==> src/rtl/reg32_bist.sv <==
// Built-in self-test for a 32-bit resettable register: checks reset value, then LFSR data vectors.
// Optional REG32_BIST_STOP_ON_FAIL_EN ends the run at the first mismatch.
module reg32_bist #(
    parameter int unsigned NUM_VECTORS = 16,
    parameter logic [31:0] SEED        = 32'h0000005E
) (
    input  logic        clk,
    input  logic        reset,
    input  logic        start,
    output logic        dut_reset,
    output logic [31:0] dut_d,
    input  logic [31:0] dut_q,
    output logic        busy,
    output logic        done,
    output logic        pass,
    output logic [7:0]  err_count,
    output logic [7:0]  fail_index
);

    localparam logic [31:0] LfsrMask = 32'h80200003;
    localparam logic [31:0] SeedEff  = (SEED == 32'd0) ? 32'd1 : SEED;
    localparam logic [7:0]  LastIdx  = 8'(NUM_VECTORS - 1);

`ifdef REG32_BIST_STOP_ON_FAIL_EN
    localparam bit StopOnFail = 1'b1;
`else
    localparam bit StopOnFail = 1'b0;
`endif

    typedef enum logic [2:0] {
        StIdle,
        StRst,
        StRchk,
        StDrive,
        StCheck,
        StDone
    } state_e;

    state_e      state_q, state_d;
    logic [31:0] lfsr_q, lfsr_d;
    logic [7:0]  vec_q, vec_d;
    logic [7:0]  err_q, err_d;
    logic [7:0]  fidx_q, fidx_d;
    logic [31:0] expected;
    logic        mismatch;
    logic        accept;

    // Register under test must read back 0 after reset, then the vector driven last cycle.
    always_comb begin
        expected = (state_q == StCheck) ? lfsr_q : 32'd0;
        mismatch = ((state_q == StRchk) || (state_q == StCheck)) && (dut_q != expected);
        accept   = ((state_q == StIdle) || (state_q == StDone)) && start;
    end

    always_ff @(posedge clk) begin
        if (reset) begin
            state_q <= StIdle;
        end else begin
            state_q <= state_d;
        end
    end

    always_comb begin
        state_d = state_q;
        unique case (state_q)
            StIdle, StDone: begin
                if (start) state_d = StRst;
            end
            StRst:   state_d = StRchk;
            StRchk:  state_d = (StopOnFail && mismatch) ? StDone : StDrive;
            StDrive: state_d = StCheck;
            StCheck: begin
                if ((vec_q == LastIdx) || (StopOnFail && mismatch)) begin
                    state_d = StDone;
                end else begin
                    state_d = StDrive;
                end
            end
            default: state_d = StIdle;
        endcase
    end

    always_comb begin
        lfsr_d = lfsr_q;
        vec_d  = vec_q;
        err_d  = err_q;
        fidx_d = fidx_q;
        if (accept) begin
            lfsr_d = SeedEff;
            vec_d  = 8'd0;
            err_d  = 8'd0;
            fidx_d = 8'd0;
        end
        if (state_q == StCheck) begin
            lfsr_d = (lfsr_q >> 1) ^ (lfsr_q[0] ? LfsrMask : 32'd0);
            vec_d  = vec_q + 8'd1;
        end
        if (mismatch) begin
            if (err_q == 8'd0) begin
                fidx_d = (state_q == StRchk) ? 8'hFF : vec_q;
            end
            if (err_q != 8'hFF) begin
                err_d = err_q + 8'd1;
            end
        end
    end

    always_ff @(posedge clk) begin
        if (reset) begin
            lfsr_q <= SeedEff;
            vec_q  <= 8'd0;
            err_q  <= 8'd0;
            fidx_q <= 8'd0;
        end else begin
            lfsr_q <= lfsr_d;
            vec_q  <= vec_d;
            err_q  <= err_d;
            fidx_q <= fidx_d;
        end
    end

    always_comb begin
        busy       = (state_q == StRst) || (state_q == StRchk) ||
                     (state_q == StDrive) || (state_q == StCheck);
        done       = (state_q == StDone);
        pass       = done && (err_q == 8'd0);
        dut_reset  = reset || (state_q == StRst);
        dut_d      = ((state_q == StDrive) || (state_q == StCheck)) ? lfsr_q : 32'd0;
        err_count  = err_q;
        fail_index = fidx_q;
    end

endmodule

==> config.mk <==
export PLATFORM = sky130hd
export DESIGN_NAME = reg32_bist
export DESIGN_NICKNAME = d
export VERILOG_FILES = /design/src/rtl/reg32_bist.sv
export SDC_FILE = /design/constraint.sdc
export NUM_CORES = 1
export LEC_CHECK = 0
export CAP_MARGIN = 0
export CORE_MARGIN = 8
export CORE_UTILIZATION = 60
export CTS_CLUSTER_DIAMETER = 60
export DETAILED_ROUTE_END_ITERATION = 7
export DONT_BUFFER_PORTS = 1
export PLACE_DENSITY = 0.86
export REMOVE_ABC_BUFFERS = 1
export SLEW_MARGIN = 20
export SYNTH_ARGS = -nofsm -noshare
export SYNTH_HDL_FRONTEND = slang
export SYNTH_SLANG_ARGS = --single-unit
==> constraint.sdc <==
create_clock -name clk -period 5.4 [get_ports clk]
set_input_delay 1.35 -clock clk [delete_from_list [all_inputs] [get_ports clk]]
set_output_delay 1.35 -clock clk [all_outputs]
set_load 0.01 [all_outputs]
==> metrics <==
top cells by area, synth dfxtp_1 (33%), and2_1 (5.6%), nand3_1 (5.4%); Post-Synth Adder-Cell Area about 1.0%; hold path depth 2; Gate power share 10.2%; compound-gate portion of the synthesized area a little under a fifth; P_leak 1.237 nW; diodes inserted 0; reg-to-reg endpoint fail_index[4]; max_slew headroom between 30% and 40%; largest net degree at the start of global routing 62; Detailed Route WL around 8.6 mm; area grow syn2layout 6.189%; DP Area 0.003556 mm²; FILL cells 485; hold violation count in the final report 0; xor/xnor share of the synthesized area 6.085%; die height 93.45 µm; Die X 93.45 µm; RSZ-0062 raised after global routing false; core area ~0.006 mm²; layout cells sized above 1 under 10%; sequential-to-total area share from yosys stat 32.82%; port buffer count 0; # nets final around 480; top_reg_cell synth dfxtp_1; CP startpoint kind register; global route overflow 0; DRT iter0 DRCs ~180; Final Instance Area between 0.003 and 0.004 mm²; Synth async-reset ratio 0%; most frequent cell after synthesis dfxtp_1; mapped cell area between 0.003 and 0.004 mm²; mux cell area share after synthesis about 2.9%; # rows 28; postcts setup bufs 0; vias in the first global route ~3000; Post-CTS Resized 0; cts bufs inserted 9; largest fanout on the critical path 33; hold crit path type register to register; # IOs 87; distinct cell type count after synthesis 46; area fraction of the dominant cell type after synthesis 32.82%; skew final roughly 0.0071 ns; sink of the worst hold path lfsr_q[13]; Req. time, crit path between 4 and 5 ns; GR Util All Layers approximately 19%; cts hold-fix bufs 0; Synth Instances between 400 and 500; run status completed; CTS root buffer clkbuf_8; Residual DRC 0; setup tns final 0 ns; Tmin final 3.942 ns; Initial Utilization 61.51%; reg2reg start state_q[0]; Crit. End Element output pin; VDD IR max between 0.2 and 0.25 mV; antenna viol nets, final 0; Tcrit/Tclk final 73.00%; Hold Crit Start lfsr_q[14]; DR WL/cell approximately 17 µm; clock transition at the registers of the reported paths about 0.070 ns; first-pass GRT wire length 13.88 mm; Total Die Area a little under 0.009 mm²; internal portion of total power a little over 0.0008 W; Max H-tree Level 3; sequential share of power 42.1%; clk_lat worst skew roughly 0.34 ns; DP Wirelength around 6.0 mm; Worst Reg-to-Reg Cells 8; final slew viol count 0; Avg Inst Size Synth 7.926 µm²; Placer Congestion around 0.77; CTS tree yes; main combinational cell family by area after synthesis simple AND/OR/NAND/NOR gates; Pre-antenna DRT Iters 4; worst reg2reg setup slack about 1.6 ns; Synth Area in Simple Gates between 30% and 40%; initial antenna violation count 0; routed vias ~3200; switching power share of the total between 20% and 30%; Psw ~0.00025 W; FF+latch count, synth a little under 60; CP arrival roughly 2.6 ns; Synth top cells by count dfxtp_1 (59), nor2_1 (49), nand2_1 (48); drt via density between 6 and 7; CTS Buffer Depth 2; max cap viols 0; Clk pwr share between 40% and 50%; EDFF count, synth 0; yosys warns 0; final setup fails 0; clock sink total 59; pwr/cell area 282.4 mW/mm²; Fmax 253.7 MHz; Worst Max-Slew Pin Slew 0.9271 ns; CP Class register to output pin; Synth area leader dfxtp_1
==> final cells by class <==
type	instances	area, µm²	share of cell area (%)
Clock buffer	12	165.2	4.322
Multi-Input combinational cell	361	2252	58.94
Tap cell	75	93.84	2.456
Inverter	3	11.26	0.2947
Timing Repair Buffer	3	22.52	0.5894
Clock inverter	4	95.09	2.489
Sequential cell	59	1181	30.91
==> cell families (layout without fill, tap and decap cells) <==
logic type	Yosys count	count (layout)
fa+ha+maj	3	3
compound gates	98	98
flops	59	59
buf+inv	34	22
mux	10	10
xor+xnor	25	25
simple gates	225	225
==> routing by layer <==
metal / global-route usage [%] / routed length, µm / vias to the layer above / part of all wire [%]
met5: 0 / 0 / - / 0
met4: 6.846 / 149 / 0 / 1.7
met3: 7.853 / 831 / 12 / 9.6
met2: 30.43 / 4014 / 99 / 47
met1: 23.52 / 3635 / 1492 / 42
li1: - / - / 1598 / -
==> cells in the final DEF (no fill, tap or decap), types with 9 or more instances in the layout <==
cell and count:
a31oi_1 17, o32ai_1 17, a21oi_1 35, nor2_1 48, nand2_1 48, nor4bb_1 16
nand3b_1 9, nand3_1 39, o21bai_1 9, dfxtp_1 59, and2_1 32, clkbuf_8 12
xnor2_1 19
==> worst max-delay path by stage <==
stage / start / endpoint / slack (ns) / cells past startpoint
floorplan: state_q[0] / dut_d[0] / 1.34 / 3
global route: state_q[0] / dut_d[24] / 1.19 / 3
finish: state_q[2] / dut_d[0] / 1.46 / 3
detailed placement: state_q[0] / fail_index[4] / 1.64 / 8
CTS: state_q[2] / dut_d[0] / 1.43 / 3
global placement: state_q[0] / fail_index[5] / 1.81 / 8
==> power by group through the flow <==
stage	combinational (W)	clock [W]	sequential [W]
5_1_grt	0.000122	0.000542	0.000455
3_5_place_dp	0.000109	0	0.000463
2_1_floorplan	0.0000864	0	0.000460
6_report	0.000110	0.000515	0.000454
3_3_place_gp	0.000107	0	0.000463
4_1_cts	0.000110	0.000522	0.000453
==> state kept, by name (all words and copies together) (netlist names) <==
register / count
vec_q: 8
fail_index: 8
state_q: 3
err_count: 8
lfsr_q: 32
==> per-stage QoR <==
stage               instances  utilization, %  hold slack (ns)  worst slack (ns)  total power (W)
floorplan                 423               -           0.4718             1.338        0.0005468
global placement          501           60.78           0.4894             1.810        0.0005695
detailed placement        501           60.78           0.4928             1.642        0.0005722
CTS                       517           65.23           0.5129             1.432         0.001085
global route              517           65.31           0.5361             1.191         0.001119
finish                    517           65.31           0.5081             1.458         0.001079
==> critical path: stages, from the launching register on <==
cell and delay, ns:
dfxtp_1 0.48, or3b_2 0.78, nand2_1 0.69, and2_1 0.30
Note: power is estimated with default switching activity, not from simulation.
